`src/rtl/trace_pkg.sv`:
```
// Shared definitions for the retirement-trace unit: FSM states and the
// bit layout of a packed trace record (LSB first: dmWE, dmAddr, regWAddr, instr, pc, seq).
package trace_pkg;

    typedef enum logic [1:0] {
        ST_IDLE    = 2'd0,
        ST_CAPTURE = 2'd1,
        ST_HALTED  = 2'd2
    } state_t;

    localparam int unsigned INSTR_W = 32;

    function automatic int unsigned rec_width(input int unsigned xlen,
                                              input int unsigned raddr_w,
                                              input int unsigned seq_w);
        return seq_w + 2 * xlen + INSTR_W + raddr_w + 1;
    endfunction

    function automatic int unsigned off_dmwe();
        return 0;
    endfunction

    function automatic int unsigned off_dmaddr();
        return 1;
    endfunction

    function automatic int unsigned off_raddr(input int unsigned xlen);
        return 1 + xlen;
    endfunction

    function automatic int unsigned off_instr(input int unsigned xlen,
                                              input int unsigned raddr_w);
        return 1 + xlen + raddr_w;
    endfunction

    function automatic int unsigned off_pc(input int unsigned xlen,
                                           input int unsigned raddr_w);
        return 1 + xlen + raddr_w + INSTR_W;
    endfunction

    function automatic int unsigned off_seq(input int unsigned xlen,
                                            input int unsigned raddr_w);
        return 1 + 2 * xlen + raddr_w + INSTR_W;
    endfunction

endpackage

```
`src/rtl/trace_fifo.sv`:
```
// First-word-fall-through record FIFO with level counter; when full it either
// drops the incoming record or evicts the oldest one (OVERWRITE != 0).
module trace_fifo #(
    parameter int unsigned WIDTH     = 8,
    parameter int unsigned DEPTH     = 16,
    parameter int unsigned OVERWRITE = 0
) (
    input  logic                     clk,
    input  logic                     reset,
    input  logic                     push,
    input  logic [WIDTH-1:0]         wdata,
    input  logic                     pop_req,
    output logic [WIDTH-1:0]         head,
    output logic                     valid,
    output logic [$clog2(DEPTH):0]   level,
    output logic                     dropped
);

    localparam int unsigned PTR_W = $clog2(DEPTH);
    localparam int unsigned LVL_W = PTR_W + 1;

    logic [WIDTH-1:0] mem [DEPTH];
    logic [PTR_W-1:0] rd_ptr;
    logic [PTR_W-1:0] wr_ptr;
    logic             full;
    logic             pop;
    logic             wr_en;
    logic             evict;

    always_comb begin
        full    = (level == LVL_W'(DEPTH));
        valid   = (level != '0);
        pop     = valid && pop_req;
        // a pop in the same cycle frees the slot, so a full FIFO still accepts
        wr_en   = push && (!full || pop || (OVERWRITE != 0));
        evict   = push && full && !pop && (OVERWRITE != 0);
        dropped = push && full && !pop;
        head    = mem[rd_ptr];
    end

    always_ff @(posedge clk or posedge reset) begin
        if (reset) begin
            rd_ptr <= '0;
            wr_ptr <= '0;
            level  <= '0;
        end else begin
            if (wr_en)
                wr_ptr <= wr_ptr + 1'b1;
            if (pop || evict)
                rd_ptr <= rd_ptr + 1'b1;
            unique case ({wr_en && !evict, pop})
                2'b10:   level <= level + 1'b1;
                2'b01:   level <= level - 1'b1;
                default: level <= level;
            endcase
        end
    end

    always_ff @(posedge clk) begin
        if (wr_en)
            mem[wr_ptr] <= wdata;
    end

endmodule

```
`src/rtl/trace_buffer.sv`:
```
// Retirement-trace unit: captures one record per retired instruction into a
// FWFT FIFO, detects jump-to-self halts and counts lost records.
module trace_buffer
    import trace_pkg::*;
#(
    parameter int unsigned XLEN        = 32,
    parameter int unsigned RADDR_W     = 5,
    parameter int unsigned DEPTH       = 16,
    parameter int unsigned SEQ_W       = 17,
    parameter int unsigned HALT_CYCLES = 2,
    parameter int unsigned OVERWRITE   = 0,
    parameter int unsigned DROP_W      = 8
) (
    input  logic                   clk,
    input  logic                   reset,
    input  logic                   enable,
    input  logic                   retire,
    input  logic [XLEN-1:0]        pc,
    input  logic [31:0]            instr,
    input  logic                   regWE,
    input  logic [RADDR_W-1:0]     regWAddr,
    input  logic                   dmWE,
    input  logic [XLEN-1:0]        dmAddr,
    input  logic                   rd_ready,
    output logic                   rd_valid,
    output logic [SEQ_W-1:0]       rd_seq,
    output logic [XLEN-1:0]        rd_pc,
    output logic [31:0]            rd_instr,
    output logic [RADDR_W-1:0]     rd_regWAddr,
    output logic [XLEN-1:0]        rd_dmAddr,
    output logic                   rd_dmWE,
    output logic [$clog2(DEPTH):0] level,
    output logic                   halted,
    output logic                   overflow,
    output logic [DROP_W-1:0]      drop_cnt
);

    localparam int unsigned REC_W      = rec_width(XLEN, RADDR_W, SEQ_W);
    localparam int unsigned OFF_DMWE   = off_dmwe();
    localparam int unsigned OFF_DMADDR = off_dmaddr();
    localparam int unsigned OFF_RADDR  = off_raddr(XLEN);
    localparam int unsigned OFF_INSTR  = off_instr(XLEN, RADDR_W);
    localparam int unsigned OFF_PC     = off_pc(XLEN, RADDR_W);
    localparam int unsigned OFF_SEQ    = off_seq(XLEN, RADDR_W);
    localparam int unsigned REP_W      = $clog2(HALT_CYCLES + 1);

    state_t             state;
    state_t             state_next;
    logic               capture;
    logic               entering;
    logic               halt_hit;
    logic [XLEN-1:0]    prev_pc;
    logic               prev_valid;
    logic [REP_W-1:0]   rep_cnt;
    logic [REP_W-1:0]   rep_next;
    logic [SEQ_W-1:0]   seq;
    logic [RADDR_W-1:0] waddr_masked;
    logic [REC_W-1:0]   rec_in;
    logic [REC_W-1:0]   rec_out;
    logic               dropped;

    always_ff @(posedge clk or posedge reset) begin
        if (reset)
            state <= ST_IDLE;
        else
            state <= state_next;
    end

    // halt is judged on the counter value this retire produces, so the
    // repeating retire is still captured and nothing after it is
    always_comb begin
        rep_next = (prev_valid && (pc == prev_pc)) ? rep_cnt + 1'b1 : '0;
        halt_hit = capture && (rep_next == REP_W'(HALT_CYCLES));
    end

    always_comb begin
        state_next = state;
        unique case (state)
            ST_IDLE:    if (enable) state_next = ST_CAPTURE;
            ST_CAPTURE: begin
                if (halt_hit)
                    state_next = ST_HALTED;
                else if (!enable)
                    state_next = ST_IDLE;
            end
            ST_HALTED:  if (!enable) state_next = ST_IDLE;
            default:    state_next = ST_IDLE;
        endcase
    end

    always_comb begin
        capture  = (state == ST_CAPTURE) && retire;
        entering = (state != ST_CAPTURE) && (state_next == ST_CAPTURE);
    end

    always_ff @(posedge clk or posedge reset) begin
        if (reset) begin
            prev_pc    <= '0;
            prev_valid <= 1'b0;
            rep_cnt    <= '0;
            seq        <= '0;
            halted     <= 1'b0;
            overflow   <= 1'b0;
            drop_cnt   <= '0;
        end else begin
            if (entering) begin
                prev_valid <= 1'b0;
            end else if (capture) begin
                prev_pc    <= pc;
                prev_valid <= 1'b1;
                rep_cnt    <= rep_next;
            end
            if (capture)
                seq <= seq + 1'b1;
            if (halt_hit)
                halted <= 1'b1;
            if (dropped) begin
                overflow <= 1'b1;
                if (drop_cnt != '1)
                    drop_cnt <= drop_cnt + 1'b1;
            end
        end
    end

    always_comb begin
        waddr_masked = regWE ? regWAddr : '0;
        rec_in       = {seq, pc, instr, waddr_masked, dmAddr, dmWE};
    end

    trace_fifo #(
        .WIDTH     (REC_W),
        .DEPTH     (DEPTH),
        .OVERWRITE (OVERWRITE)
    ) u_fifo (
        .clk     (clk),
        .reset   (reset),
        .push    (capture),
        .wdata   (rec_in),
        .pop_req (rd_ready),
        .head    (rec_out),
        .valid   (rd_valid),
        .level   (level),
        .dropped (dropped)
    );

    always_comb begin
        rd_dmWE     = rec_out[OFF_DMWE];
        rd_dmAddr   = rec_out[OFF_DMADDR +: XLEN];
        rd_regWAddr = rec_out[OFF_RADDR +: RADDR_W];
        rd_instr    = rec_out[OFF_INSTR +: INSTR_W];
        rd_pc       = rec_out[OFF_PC +: XLEN];
        rd_seq      = rec_out[OFF_SEQ +: SEQ_W];
    end

endmodule

```
`config.mk`:
```
export PLATFORM = sky130hd
export DESIGN_NAME = trace_buffer
export DESIGN_NICKNAME = d
export VERILOG_FILES = /design/src/rtl/trace_pkg.sv /design/src/rtl/trace_fifo.sv /design/src/rtl/trace_buffer.sv
export SDC_FILE = /design/constraint.sdc
export NUM_CORES = 2
export LEC_CHECK = 0
export ABC_CLOCK_PERIOD_IN_PS = 13600
export CORE_ASPECT_RATIO = 1.1
export CORE_MARGIN = 3
export CORE_UTILIZATION = 55
export DETAILED_ROUTE_END_ITERATION = 7
export PLACE_DENSITY = 0.84
export SLEW_MARGIN = 20
export SYNTH_ARGS = -nofsm -noshare
export SYNTH_HDL_FRONTEND = slang
export SYNTH_SLANG_ARGS = --single-unit
```
`constraint.sdc`:
```
create_clock -name clk -period 13.6 [get_ports clk]
set_input_delay 2.72 -clock clk [delete_from_list [all_inputs] [get_ports clk]]
set_output_delay 2.72 -clock clk [all_outputs]
set_load 0.01 [all_outputs]
```
Yosys cells after proc, flatten, opt, wreduce, memory -nomap -nowiden
Memories as Yosys holds them, arrays and structs flattened.
Index checks and enable logic that the tools add are counted.
Widths: inputs -> output; s select.
{"block": "word_totals", "ff_bits": 77, "mem_bits_rw": 1904, "input_bits": 108, "output_inout_bits": 135, "wordCells": 58, "mem_count": 1}
{"name": "u_fifo.mem", "depth": 16, "width": 119, "rd": 1, "rd_ports_with_merged_regs": 0, "wr": 1, "line": "trace_fifo.sv:22", "source": "logic [WIDTH-1:0] mem [DEPTH];"}
{"block": "op_classes", "add_sub_neg": 7, "n_eq_ne": 10, "muxes": 11, "bitwise_logic": 1, "n_reduce_logical": 17}
{"cell": "$eq 32x32->1", "n": 1}
{"cell": "$add 17x1->17 const B", "n": 1}
{"cell": "$pmux 5 s2", "n": 1}
{"cell": "$add 4x1->4 const B", "n": 2}
{"cell": "$add 8x1->8 const B", "n": 1}
{"cell": "$logic_and 1x1->1", "n": 8}
{"cell": "$mux 2", "n": 4}
{"cell": "$ne 8x8->1 const B", "n": 1}
{"cell": "$eq 2x1->1 const B", "n": 3}
{"cell": "$eq 2x2->1 const B", "n": 3}
{"cell": "$pmux 2 s3", "n": 1}
{"cell": "$add 5x1->5 const B", "n": 1}
{"cell": "$eq 5x5->1 const B", "n": 1}
{"cell": "$mux 5", "n": 1}
{"cell": "$reduce_bool 5->1", "n": 1}
{"cell": "$sub 5x1->5 const B", "n": 1}
{"cell": "$mux 1", "n": 4}
{"cell": "$reduce_and 2->1", "n": 2}
{"cell": "$reduce_bool 2->1", "n": 2}
{"cell": "$add 2x1->2 const B", "n": 1}
{"cell": "$logic_not 1->1", "n": 2}
{"cell": "$logic_not 2->1", "n": 1}
{"cell": "$ne 2x1->1 const B", "n": 1}
{"cell": "$logic_or 1x1->1", "n": 1}
{"cell": "$not 1->1", "n": 1}

Longest topological paths before layout
{"block": "depth", "depth_word": 11, "depth_mapped": 9, "mapped_depth_nobuf": 9}

Modules after synthesis
Synthesis repeated with hierarchy kept, for this count alone.
{"block": "hier_totals", "hier_cells": 3303, "area_unflattened_um2": 74815.5}
{"mod": "trace_fifo", "instances": 1, "cells_per_inst": 3001, "area_each_um2": 71861.4, "seq_area_each_um2": 57500.1}
{"mod": "trace_buffer", "instances": 1, "cells_per_inst": 302, "area_each_um2": 2954.1, "seq_area_each_um2": 1601.5}

Worst setup path before layout
No wires, ideal clock.
{"block": "synth_timing", "path_type": "in2reg", "start": "input port retire", "end": "memory u_fifo.mem[3][0] in the netlist's numbering, enable pin", "setup_ns": 0.743, "t_arrival_ns": 11.342, "required_time_ns": 12.857, "path_slack_ns": 1.515, "stages": 5, "path_buffers": 1, "cell_sequence": "and3b_1 > o31a_1 > buf_6 > nand2_1 > nor3_1"}
{"block": "synth_between", "elab_chain_cells": 4}
{"element": "start: declaration", "line": "trace_buffer.sv:17", "source": "input logic retire,"}
{"element": "$logic_and 1x1->1", "line": "trace_buffer.sv:92", "source": "capture = (state == ST_CAPTURE) && retire;"}
{"element": "$logic_and 1x1->1", "line": "trace_fifo.sv:35", "source": "wr_en = push && (!full || pop || (OVERWRITE != 0));"}
{"element": "$mux 1", "line": "trace_fifo.sv:60", "source": "if (wr_en)"}
{"element": "$mux 1 (implied by the code)", "line": "trace_fifo.sv:61", "source": "mem[wr_ptr] <= wdata;"}
{"element": "end: declaration", "line": "trace_fifo.sv:22"}
Every way passes these cells.

Worst setup path after layout
{"block": "layout_timing", "start": "register u_fifo.rd_ptr[1]", "end": "output port rd_seq[6]"}
{"block": "layout_between", "elab_chain_cells": 1}
{"element": "start: declaration", "line": "trace_fifo.sv:23", "source": "logic [PTR_W-1:0] rd_ptr;"}
{"element": "start signal: assignment", "line": "trace_fifo.sv:50", "source": "rd_ptr <= rd_ptr + 1'b1;"}
{"element": "$mem_v2 16x119"}
{"element": "end: declaration", "line": "trace_buffer.sv:26", "source": "output logic [SEQ_W-1:0] rd_seq,"}
Every way passes these cells.

==> results.yml <==
pwr:
  p_switching_mw: 5.124
  swShare_pct: 28.79
  combPwrFrac_pct: 28.2
  p_leak_nw: 26.97
  peakVddDrop_uv: 198.2
  power.total_mw: 17.80
  powerDensity_nw_per_um2: 206.7
  p_seq_share_pct: 41.2
  p_int_mw: 12.68
  pwr-share-clk_pct: 30.6
clock_network:
  clockBufferDepth: 3
  htree_levels: 4
  cts_root_buf: "clkbuf_16"
  numClockSinks: 1981
  cts_buffers: 184
  cts_setup_buffers: 0
  clk_pin_slew_ns: 0.07
  cts_tree: "done"
  clk_latency_ns: 0.83
  hold_buffers: 0
  ctsResizeCount: 0
final_layout:
  final_core_util_pct: 63.88
  mostFrequentLayoutCells: "edfxtp_1 (1904), mux4_2 (595), clkdlybuf4s50_1 (242)"
  area_growth_pct: 14.82
  fin_nets: 3501
  fin_area_sq_um: 86100
  stdcell_count: 5338
  layout_commonest_cell: "edfxtp_1"
  layout-drive-gt1-share_pct: 27.60
synthesis:
  syn_nets: 3147
  syn_area_sq_um: 74990
  synth_area_per_cell_sq_um: 24.76
  synth_cells: 3028
  synth-seq-cells: 1981
  synth_seq_area_share_pct: 78.81
  synth.yosys.warnings: 0
  synth.distinct_cells: 43
timing:
  setup_viol: 0
  finalMaxSlewViolations: 0
  rsz0062_at_grt: "no"
  tns_ns: 0
  clock_skew_ns: 0.02221
  worst_pin_slew_ns: 1.185
  fin_ws_ns: 5.394
  hold_viol_final: 0
  hold_slack_ns: 0.4723
  period_share_pct: 60.33
  slew_headroom_pct: 21.00
  fmax_mhz: 121.9
  finalCriticalPeriod_ns: 8.206
global_routing:
  grt_pass1_vias: 37519
  grt-ovfl-total: 0
  grt_pass1_wl_mm: 279.0
  antenna_found_initial: 21
  grt_usage_pct: 28.12
  grt_max_degree: 180
placed_design:
  postPlaceCellArea_sq_um: 79680
  place_ws_ns: 5.983
  dp.cells: 4980
  port_buffers: 242
  dpl.hpwl_mm: 89.34
  gp_congestion: 0.7513
setup_path:
  slowest_stage: "dfrtp_4"
  crit_fanout: 127
  crit_path_frequent_cell: "mux4_2"
  crit_chain: "buf_12, buf_16, buf_4, mux4_2, mux4_2, clkdlybuf4s50_1"
  cp.required_ns: 10.88
  path_class: "reg2out"
  cp.arrival_ns: 5.49
  critical_path.max_stage_delay_ns: 1.14
  start_kind: "register"
  end_kind: "primary output"
route:
  routed_wl_mm: 194.8
  wire_per_inst_microns: 36.50
  dr_total_vias: 36643
  postRouteAntennaNets: 0
  viasPerCell: 6.865
  dr.pass1.iters: 5
  drc: 0
  drt_iter0_markers: 5659
outcome:
  status: "finished clean"
die:
  std_cell_rows: 141
  core_sq_um: 134800
  fp.dieW_microns: 358.1
  ioPinCount: 243
  die_y_microns: 393.3
  die_area_sq_um: 140800
  floorplan.initialDensity_pct: 55.64
run:
  drv_cap: 0
worst_hold_path:
  hold_path.class: "reg2reg"
-- cell families after synthesis --
family          Yosys count  synth area share, %
xor+xnor                 65               0.7592
buf+inv                 156               0.9511
mux                     599                17.93
flops                  1981                78.81
compound gates           16               0.1452
simple gates            200                1.210
fa+ha+maj                11               0.1936
-- worst paths after layout --
check / start / endpoint / depth (start not counted) / slack [ns]
worst min-delay path: halted$_DFFE_PP0P_ / halted$_DFFE_PP0P_ / 1 / 0.47
min in group asynchronous: reset / drop_cnt[4]$_DFFE_PP0P_ / 2 / 2.27
max in group asynchronous: reset / u_fifo.rd_ptr[0]$_DFFE_PP0N_ / 3 / 10.12
worst min register to register: halted$_DFFE_PP0P_ / halted$_DFFE_PP0P_ / 1 / 0.47
worst max register to register: state[1]$_DFF_PP0_ / u_fifo.mem[4][46]$_DFFE_PP_ / 6 / 8.59
worst max-delay path: u_fifo.rd_ptr[1]$_DFFE_PP0N_ / rd_seq[6] / 6 / 5.39
-- registers in the layout, indices dropped and copies added (netlist names) --
name and count:
u_fifo.mem 1904, prev_pc 32, seq 17, drop_cnt 8
u_fifo.level 5, u_fifo.rd_ptr 4, u_fifo.wr_ptr 4, rep_cnt 2
state 2, halted 1, overflow 1, prev_valid 1
-- cell type report --
class	count	area [sq um]
Antenna cell	11	27.53
Clock buffer	220	4823
Clock inverter	124	1484
Fill cell	7954	48680
Inverter	12	46.29
Multi-Input combinational cell	891	15280
Sequential cell	1981	59120
Tap cell	1787	2236
Timing Repair Buffer	312	3085
-- cell usage after synthesis, drive strengths merged --
master | n | area [sq um]
nand3b | 1 | 7.510
nor3 | 8 | 40.04
a21o | 2 | 15.01
nor4 | 2 | 18.77
o21ai | 5 | 25.02
nor2b | 2 | 12.51
clkbuf | 56 | 210.2
nand4 | 18 | 112.6
o21a | 2 | 16.27
and2 | 5 | 31.28
mux4 | 595 | 13400
o31a | 1 | 8.760
inv | 12 | 45.04
or2 | 1 | 6.260
fa | 1 | 20.02
edfxtp | 1904 | 57170
dfrtp | 77 | 1927
a21oi | 5 | 36.29
or4 | 1 | 11.26
and3 | 5 | 31.28
xor2 | 7 | 61.31
mux2 | 2 | 22.52
and3b | 1 | 8.760
ha | 10 | 125.1
nand3 | 9 | 45.04
mux2i | 2 | 20.02
and4 | 3 | 26.28
nand2 | 123 | 464.2
buf | 88 | 457.9
o211ai | 1 | 7.510
nand2b | 5 | 31.28
nor2 | 16 | 60.06
xnor2 | 58 | 508.0
-- critical path: cells and delay by family, from the launching register on --
family | cells | cell delay (ns)
buf+inv | 4 | 2.21
mux | 2 | 1.05
flops | 1 | 1.14
-- routing by layer --
metal  global-route usage [%]  vias to the layer above  wire length, microns
li1                         -                    13692                     -
met1                    37.99                    19552                 69010
met2                    45.57                     2870                 98670
met3                    6.182                      515                 19520
met4                    10.86                       14                  7540
met5                        0                        -                    95
-- power groups by stage --
stage	clock network [mW]	registers (mW)	logic (mW)
3_3_place_gp	0	7.39	4.82
2_1_floorplan	0	7.33	3.12
4_1_cts	5.50	7.32	5.07
5_1_grt	5.70	7.34	5.25
6_report	5.45	7.33	5.02
3_5_place_dp	0	7.42	4.90
(Power assumes the default switching activity.)
